### src/rtl/rr_mux_arbiter_if.sv
// Handshake bundle between the request channels, the arbiter and its consumer.
// The master side drives the requests and the consumer ready; the slave side is the arbiter.
interface rr_mux_arbiter_if #(
  parameter int WIDTH  = 32,
  parameter int NUM_IN = 8,
  parameter int SEL_W  = $clog2(NUM_IN)
);
  logic                    sel_mode;
  logic [SEL_W-1:0]        sel;
  logic [NUM_IN*WIDTH-1:0] in_data;
  logic [NUM_IN-1:0]       in_valid;
  logic [NUM_IN-1:0]       in_ready;
  logic [WIDTH-1:0]        out_data;
  logic [SEL_W-1:0]        out_src;
  logic                    out_valid;
  logic                    out_ready;

  modport master (
    output sel_mode, sel, in_data, in_valid, out_ready,
    input  in_ready, out_data, out_src, out_valid
  );

  modport slave (
    input  sel_mode, sel, in_data, in_valid, out_ready,
    output in_ready, out_data, out_src, out_valid
  );
endinterface

### src/rtl/rr_mux_arbiter.sv
// NUM_IN-way selector with a one-word registered output stage, picking a channel
// either by explicit index or by fair round-robin, with valid/ready on every port.
module rr_mux_arbiter #(
  parameter int WIDTH  = 32,
  parameter int NUM_IN = 8,
  parameter int SEL_W  = $clog2(NUM_IN)
) (
  input logic             clock,
  input logic             reset,
  rr_mux_arbiter_if.slave bus
);

  logic [SEL_W-1:0]  ptr;
  logic [SEL_W-1:0]  ptr_next;
  logic [SEL_W-1:0]  grant_idx;
  logic              grant_any;
  logic              load;
  logic [NUM_IN-1:0] ready_vec;
  logic [WIDTH-1:0]  grant_data;

  logic              out_valid_q;
  logic [WIDTH-1:0]  out_data_q;
  logic [SEL_W-1:0]  out_src_q;

  // The output register can take a new word when it is empty or being drained now.
  assign load = !out_valid_q || bus.out_ready;

  always_comb begin
    // NOTE: every combinational output gets a default first, so no path leaves it unassigned and no latch is inferred.
    grant_any = 1'b0;
    grant_idx = '0;
    if (bus.sel_mode) begin
      // An out-of-range sel matches no channel, so it simply yields no grant.
      for (int i = 0; i < NUM_IN; i++) begin
        if (bus.sel == SEL_W'(i) && bus.in_valid[i]) begin
          grant_any = 1'b1;
          grant_idx = SEL_W'(i);
        end
      end
    end else begin
      for (int k = 0; k < NUM_IN; k++) begin
        if (!grant_any && bus.in_valid[(int'(ptr) + k) % NUM_IN]) begin
          grant_any = 1'b1;
          grant_idx = SEL_W'((int'(ptr) + k) % NUM_IN);
        end
      end
    end
  end

  always_comb begin
    ready_vec = '0;
    if (load && grant_any && !reset) begin
      ready_vec[grant_idx] = 1'b1;
    end
  end

  assign grant_data = bus.in_data[int'(grant_idx)*WIDTH +: WIDTH];
  assign ptr_next   = (int'(grant_idx) == NUM_IN - 1) ? '0 : grant_idx + 1'b1;

  always_ff @(posedge clock) begin
    // NOTE: registered state uses non-blocking assignments so every flop samples pre-edge values.
    if (reset) begin
      // NOTE: data and source are reset too, because their zero value is observable after reset.
      out_valid_q <= 1'b0;
      out_data_q  <= '0;
      out_src_q   <= '0;
      ptr         <= '0;
    end else if (load) begin
      if (grant_any) begin
        out_valid_q <= 1'b1;
        out_data_q  <= grant_data;
        out_src_q   <= grant_idx;
        if (!bus.sel_mode) begin
          ptr <= ptr_next;
        end
      end else begin
        out_valid_q <= 1'b0;
      end
    end
  end

  assign bus.in_ready  = ready_vec;
  assign bus.out_valid = out_valid_q;
  assign bus.out_data  = out_data_q;
  assign bus.out_src   = out_src_q;

endmodule
### src/flat_wrapper.sv
// flat-port wrapper written by rule: the top's interface ports become plain ports
module rr_mux_arbiter_flat 
#(
  parameter int WIDTH  = 32,
  parameter int NUM_IN = 8,
  parameter int SEL_W  = $clog2(NUM_IN)
)
  (clock, reset, bus_sel_mode, bus_sel, bus_in_data, bus_in_valid, bus_out_ready, bus_in_ready, bus_out_data, bus_out_src, bus_out_valid);
  rr_mux_arbiter_if #(.WIDTH(WIDTH), .NUM_IN(NUM_IN), .SEL_W(SEL_W)) bus_i ();
  input logic clock;
  input logic reset;
  input wire logic [$bits(bus_i.sel_mode)-1:0] bus_sel_mode;
  input wire logic [$bits(bus_i.sel)-1:0] bus_sel;
  input wire logic [$bits(bus_i.in_data)-1:0] bus_in_data;
  input wire logic [$bits(bus_i.in_valid)-1:0] bus_in_valid;
  input wire logic [$bits(bus_i.out_ready)-1:0] bus_out_ready;
  output wire logic [$bits(bus_i.in_ready)-1:0] bus_in_ready;
  output wire logic [$bits(bus_i.out_data)-1:0] bus_out_data;
  output wire logic [$bits(bus_i.out_src)-1:0] bus_out_src;
  output wire logic [$bits(bus_i.out_valid)-1:0] bus_out_valid;
  assign bus_i.sel_mode = bus_sel_mode;
  assign bus_i.sel = bus_sel;
  assign bus_i.in_data = bus_in_data;
  assign bus_i.in_valid = bus_in_valid;
  assign bus_i.out_ready = bus_out_ready;
  assign bus_in_ready = bus_i.in_ready;
  assign bus_out_data = bus_i.out_data;
  assign bus_out_src = bus_i.out_src;
  assign bus_out_valid = bus_i.out_valid;
  rr_mux_arbiter #(.WIDTH(WIDTH), .NUM_IN(NUM_IN), .SEL_W(SEL_W)) u_core (.clock(clock), .reset(reset), .bus(bus_i));
endmodule
### config.mk
export PLATFORM = sky130hd
export DESIGN_NAME = rr_mux_arbiter_flat
export DESIGN_NICKNAME = d
export VERILOG_FILES = /design/src/rtl/rr_mux_arbiter_if.sv /design/src/rtl/rr_mux_arbiter.sv /design/src/flat_wrapper.sv
export SDC_FILE = /design/constraint.sdc
export NUM_CORES = 1
export LEC_CHECK = 0
export ABC_AREA = 1
export CAP_MARGIN = 20
export CORE_MARGIN = 5
export CORE_UTILIZATION = 38
export DETAILED_ROUTE_END_ITERATION = 7
export PLACE_DENSITY = 0.83
export SLEW_MARGIN = 0
export SYNTH_ARGS = -nofsm -noshare
export SYNTH_HDL_FRONTEND = slang
export SYNTH_SLANG_ARGS = --single-unit
### constraint.sdc
create_clock -name clock -period 4.1 [get_ports clock]
set_input_delay 0.615 -clock clock [delete_from_list [all_inputs] [get_ports clock]]
set_output_delay 0.615 -clock clock [all_outputs]
set_load 0.005 [all_outputs]
==> impl_metrics.py <==
metrics = {
    "route": {
        "avgRoutedWirePerCell_um": 16.7,
        "routed_wl_mm": 24.1,
        "first_pass_iters": 5,
        "via_count": 7343,
        "postRouteAntennaNets": 0,
        "drc": 0,
        "drtIter0Drc": 766,
        "vias_per_cell": 5.08,
    },
    "worst_setup_path": {
        "crit_chain": "clkdlybuf4s50_1, nand2_1, nand3_1, nand2_1, o21ai_1, nor2_4, nand4_4, nor2_4, nand2_1, nor2_1, nand2_1, nand3_1, nor2_1, nand2_1, nor2_1, clkdlybuf4s50_1",
        "cp_data_arrival_time_ns": 3.24,
        "required_ns": 3.48,
        "cp-start-kind": "primary input",
        "r2r_start": "u_core.ptr[0]",
        "crit_buf_inv": 2,
        "critPathSlowestCell": "clkdlybuf4s50_1",
        "rr_endpoint": "u_core.bus.out_data[4]",
        "r2r_slack_ns": 0.58,
        "worstPathMaxFanout": 6,
        "cpLargestDelayFamily": "simple AND/OR/NAND/NOR gates",
        "path_depth": 16,
        "criticalPathCategory": "in2out",
        "endpoint_kind": "output port",
        "crit_top_cell": "nand2_1",
        "r2r_cells": 20,
        "cp_slowest_stage_delay_ns": 0.53,
    },
    "synthesis": {
        "synth_top_area_cell": "nand2_1",
        "post_synth_num_cell_types": 28,
        "ys_seq_elements": 39,
        "yosys_warnings": 0,
        "syn_area_per_cell_um2": 5.00,
        "synth_cells": 994,
        "mappedNetlistNets": 1268,
        "yosysTopAreaCellShare_pct": 38.3,
        "syn_area_um2": 4970,
        "synth_area_leaders": "nand2_1 (38%), nand3_1 (17%), dfxtp_1 (16%)",
        "yosysSeqAreaShare_pct": 15.7,
    },
    "floorplan": {
        "core_um2": 12700,
        "core.rowCount": 41,
        "die_x_um": 124,
        "die_h_um": 124,
        "ios": 315,
        "die-area_um2": 15500,
        "start_util_pct": 39.1,
    },
    "clocking": {
        "clkLatencyLatePin_ns": 0.28,
        "cts_root_buffer": "clkbuf_16",
        "cts_sinks": 39,
        "htree_levels": 2,
        "cts_tree": "done",
        "clk_pin_slew_ns": 0.06,
        "cts_buffers": 5,
        "cts_buffer_depth": 2,
        "holdBufCountCts": 0,
    },
    "grt": {
        "grt_pass1_vias": 6578,
        "grtUsageTotal_pct": 29.0,
        "grt_pass1_wl_mm": 36.9,
        "antenna_found_initial": 3,
        "met2_usage_pct": 49.7,
        "grt_use_met1_pct": 37.1,
        "busiest_layer": "met2",
        "grt_use_met3_pct": 5.57,
        "grt_max_degree": 97,
        "grt-ovfl-total": 0,
    },
    "timing": {
        "finalSetupViolCount": 0,
        "setup_tns_ns": 0,
        "slew_violations": 0,
        "maxSlewHeadroom_pct": 27.9,
        "finClkSkew_ns": 0.00640,
        "fmax_mhz": 259,
        "rsz0062_at_grt": "no",
        "fin_crit_ns": 3.86,
        "hold_slack_ns": 0.493,
        "period_share_pct": 94.1,
        "worst_pin_slew_ns": 1.08,
        "finalHoldViolCount": 0,
    },
    "flow_run": {
        "cap_violations": 0,
    },
    "placed_design": {
        "dp.cells": 1431,
        "hpwlAfterDp_mm": 18.1,
        "port_buffers": 314,
        "place_area_um2": 8090,
        "gp_congestion": 0.965,
    },
    "hold_path": {
        "hold_class": "reg2reg",
        "hp-start": "u_core.bus.out_src[0]",
        "hold_path_end": "u_core.bus.out_src[0]",
        "hold_depth": 2,
    },
    "run_status": {
        "status": "finished clean",
    },
    "final_layout": {
        "stdcell_count": 1446,
        "area_growth_pct": 67.5,
        "drive_above_1_share_pct": 4.72,
        "nNetsFinal": 1544,
        "fill_cells": 1233,
        "design_area_um2": 8330,
    },
    "power": {
        "ir_drop_mv": 0.271,
        "power.density_nw_per_um2": 337,
        "p_leak_nw": 4.03,
    },
}
-- cell usage in the layout (no fill, tap or decap), drive strengths merged, types with 7 or more instances in the layout --
master	count
a21oi	8
buf	18
clkbuf	7
clkdlybuf4s50	314
dfxtp	39
inv	37
nand2	515
nand3	167
nand4	8
nor2	101
o21ai	45
-- flip-flops by register name, indices dropped and copies added (netlist names) --
| signal | cells |
|---|---|
| u_core.bus.out_valid | 1 |
| u_core.bus.out_data | 32 |
| u_core.ptr | 3 |
| u_core.bus.out_src | 3 |
-- synthesized netlist by cell type --
library cell  number
nand2_1          507
nand3_2            3
o21ai_1            2
inv_2              4
nand4_4            1
o21ai_0           42
o211ai_1           1
nor3_1             1
xor2_2             1
buf_2             23
buf_6             12
dfxtp_1           39
ha_1               3
xor2_1             2
nor2_1            94
nor2_4             4
inv_1             33
a31oi_2            1
nand4_1            7
a21boi_1           1
nand3_1          164
clkbuf_1          20
nand2_2            8
o21ai_2            1
buf_4              8
xnor2_1            1
nor2_2             3
a21oi_1            8
-- power by group --
part	total (mW)	internal [mW]	switching, mW
clock	0.432	0.259	0.173
combinational	1.88	0.789	1.09
sequential	0.499	0.457	0.0413
-- stage by stage --
stage          util [%]  worst slack (ns)  power (mW)
6_report           65.5             0.242        2.81
5_1_grt            65.5           0.00574        3.04
3_3_place_gp       63.6             0.326        2.33
3_5_place_dp       63.6             0.269        2.34
4_1_cts            64.8             0.178        2.78
2_1_floorplan         -             0.745        1.65
-- worst reg2reg max path: cells and delay by family, from the launching register on --
kind	cells	cell delay [ns]
AND/OR/NAND/NOR	15	1.69
buffers and inverters	3	1.01
flip-flops	1	0.39
adder cells (fa/ha/maj)	1	0.28
AO/OA/AOI/OAI	1	0.11
-- worst max path at each step --
stage,from,end,slack (ns)
finish,bus_in_valid[2],bus_in_ready[3],0.24
global route,bus_in_valid[7],bus_in_ready[0],0.006
CTS,u_core.ptr[0],bus_in_ready[5],0.18
detailed placement,bus_in_valid[7],bus_in_ready[5],0.27
global placement,bus_in_valid[7],bus_in_ready[7],0.33
floorplan,u_core.ptr[0],bus_in_ready[4],0.75
-- final cells by class --
cell class / instances / area, um^2 / area share, %
inverter: 37 / 141 / 1.70
multi-input combinational: 855 / 3710 / 44.6
tap: 172 / 215 / 2.58
clock buffer: 7 / 153 / 1.83
sequential: 39 / 781 / 9.37
antenna: 3 / 7.51 / 0.0901
timing repair buffer: 332 / 3310 / 39.7
clock inverter: 1 / 7.51 / 0.0901
-- routing by layer --
| layer | share of wire, % | vias up |
|---|---|---|
| met5 | 0 | - |
| met3 | 7.8 | 35 |
| met4 | 2.4 | 0 |
| met2 | 49 | 376 |
| li1 | - | 3690 |
| met1 | 41 | 3242 |
-- logic make-up after synthesis --
group | share of synthesized area, %
adder cells (fa/ha/maj) | 0.755
flip-flops | 15.7
AND/OR/NAND/NOR | 66.2
AO/OA/AOI/OAI | 5.96
XOR/XNOR | 0.856
buffers and inverters | 10.5
-- timing repair --
action / 4_1_cts / 5_1_grt
gates resized for setup: 0 / 7
setup endpoints to repair: 0 / 8
setup buffers: 0 / 3
hold endpoints to repair: 0 / 0
(Power assumes the default switching activity.)
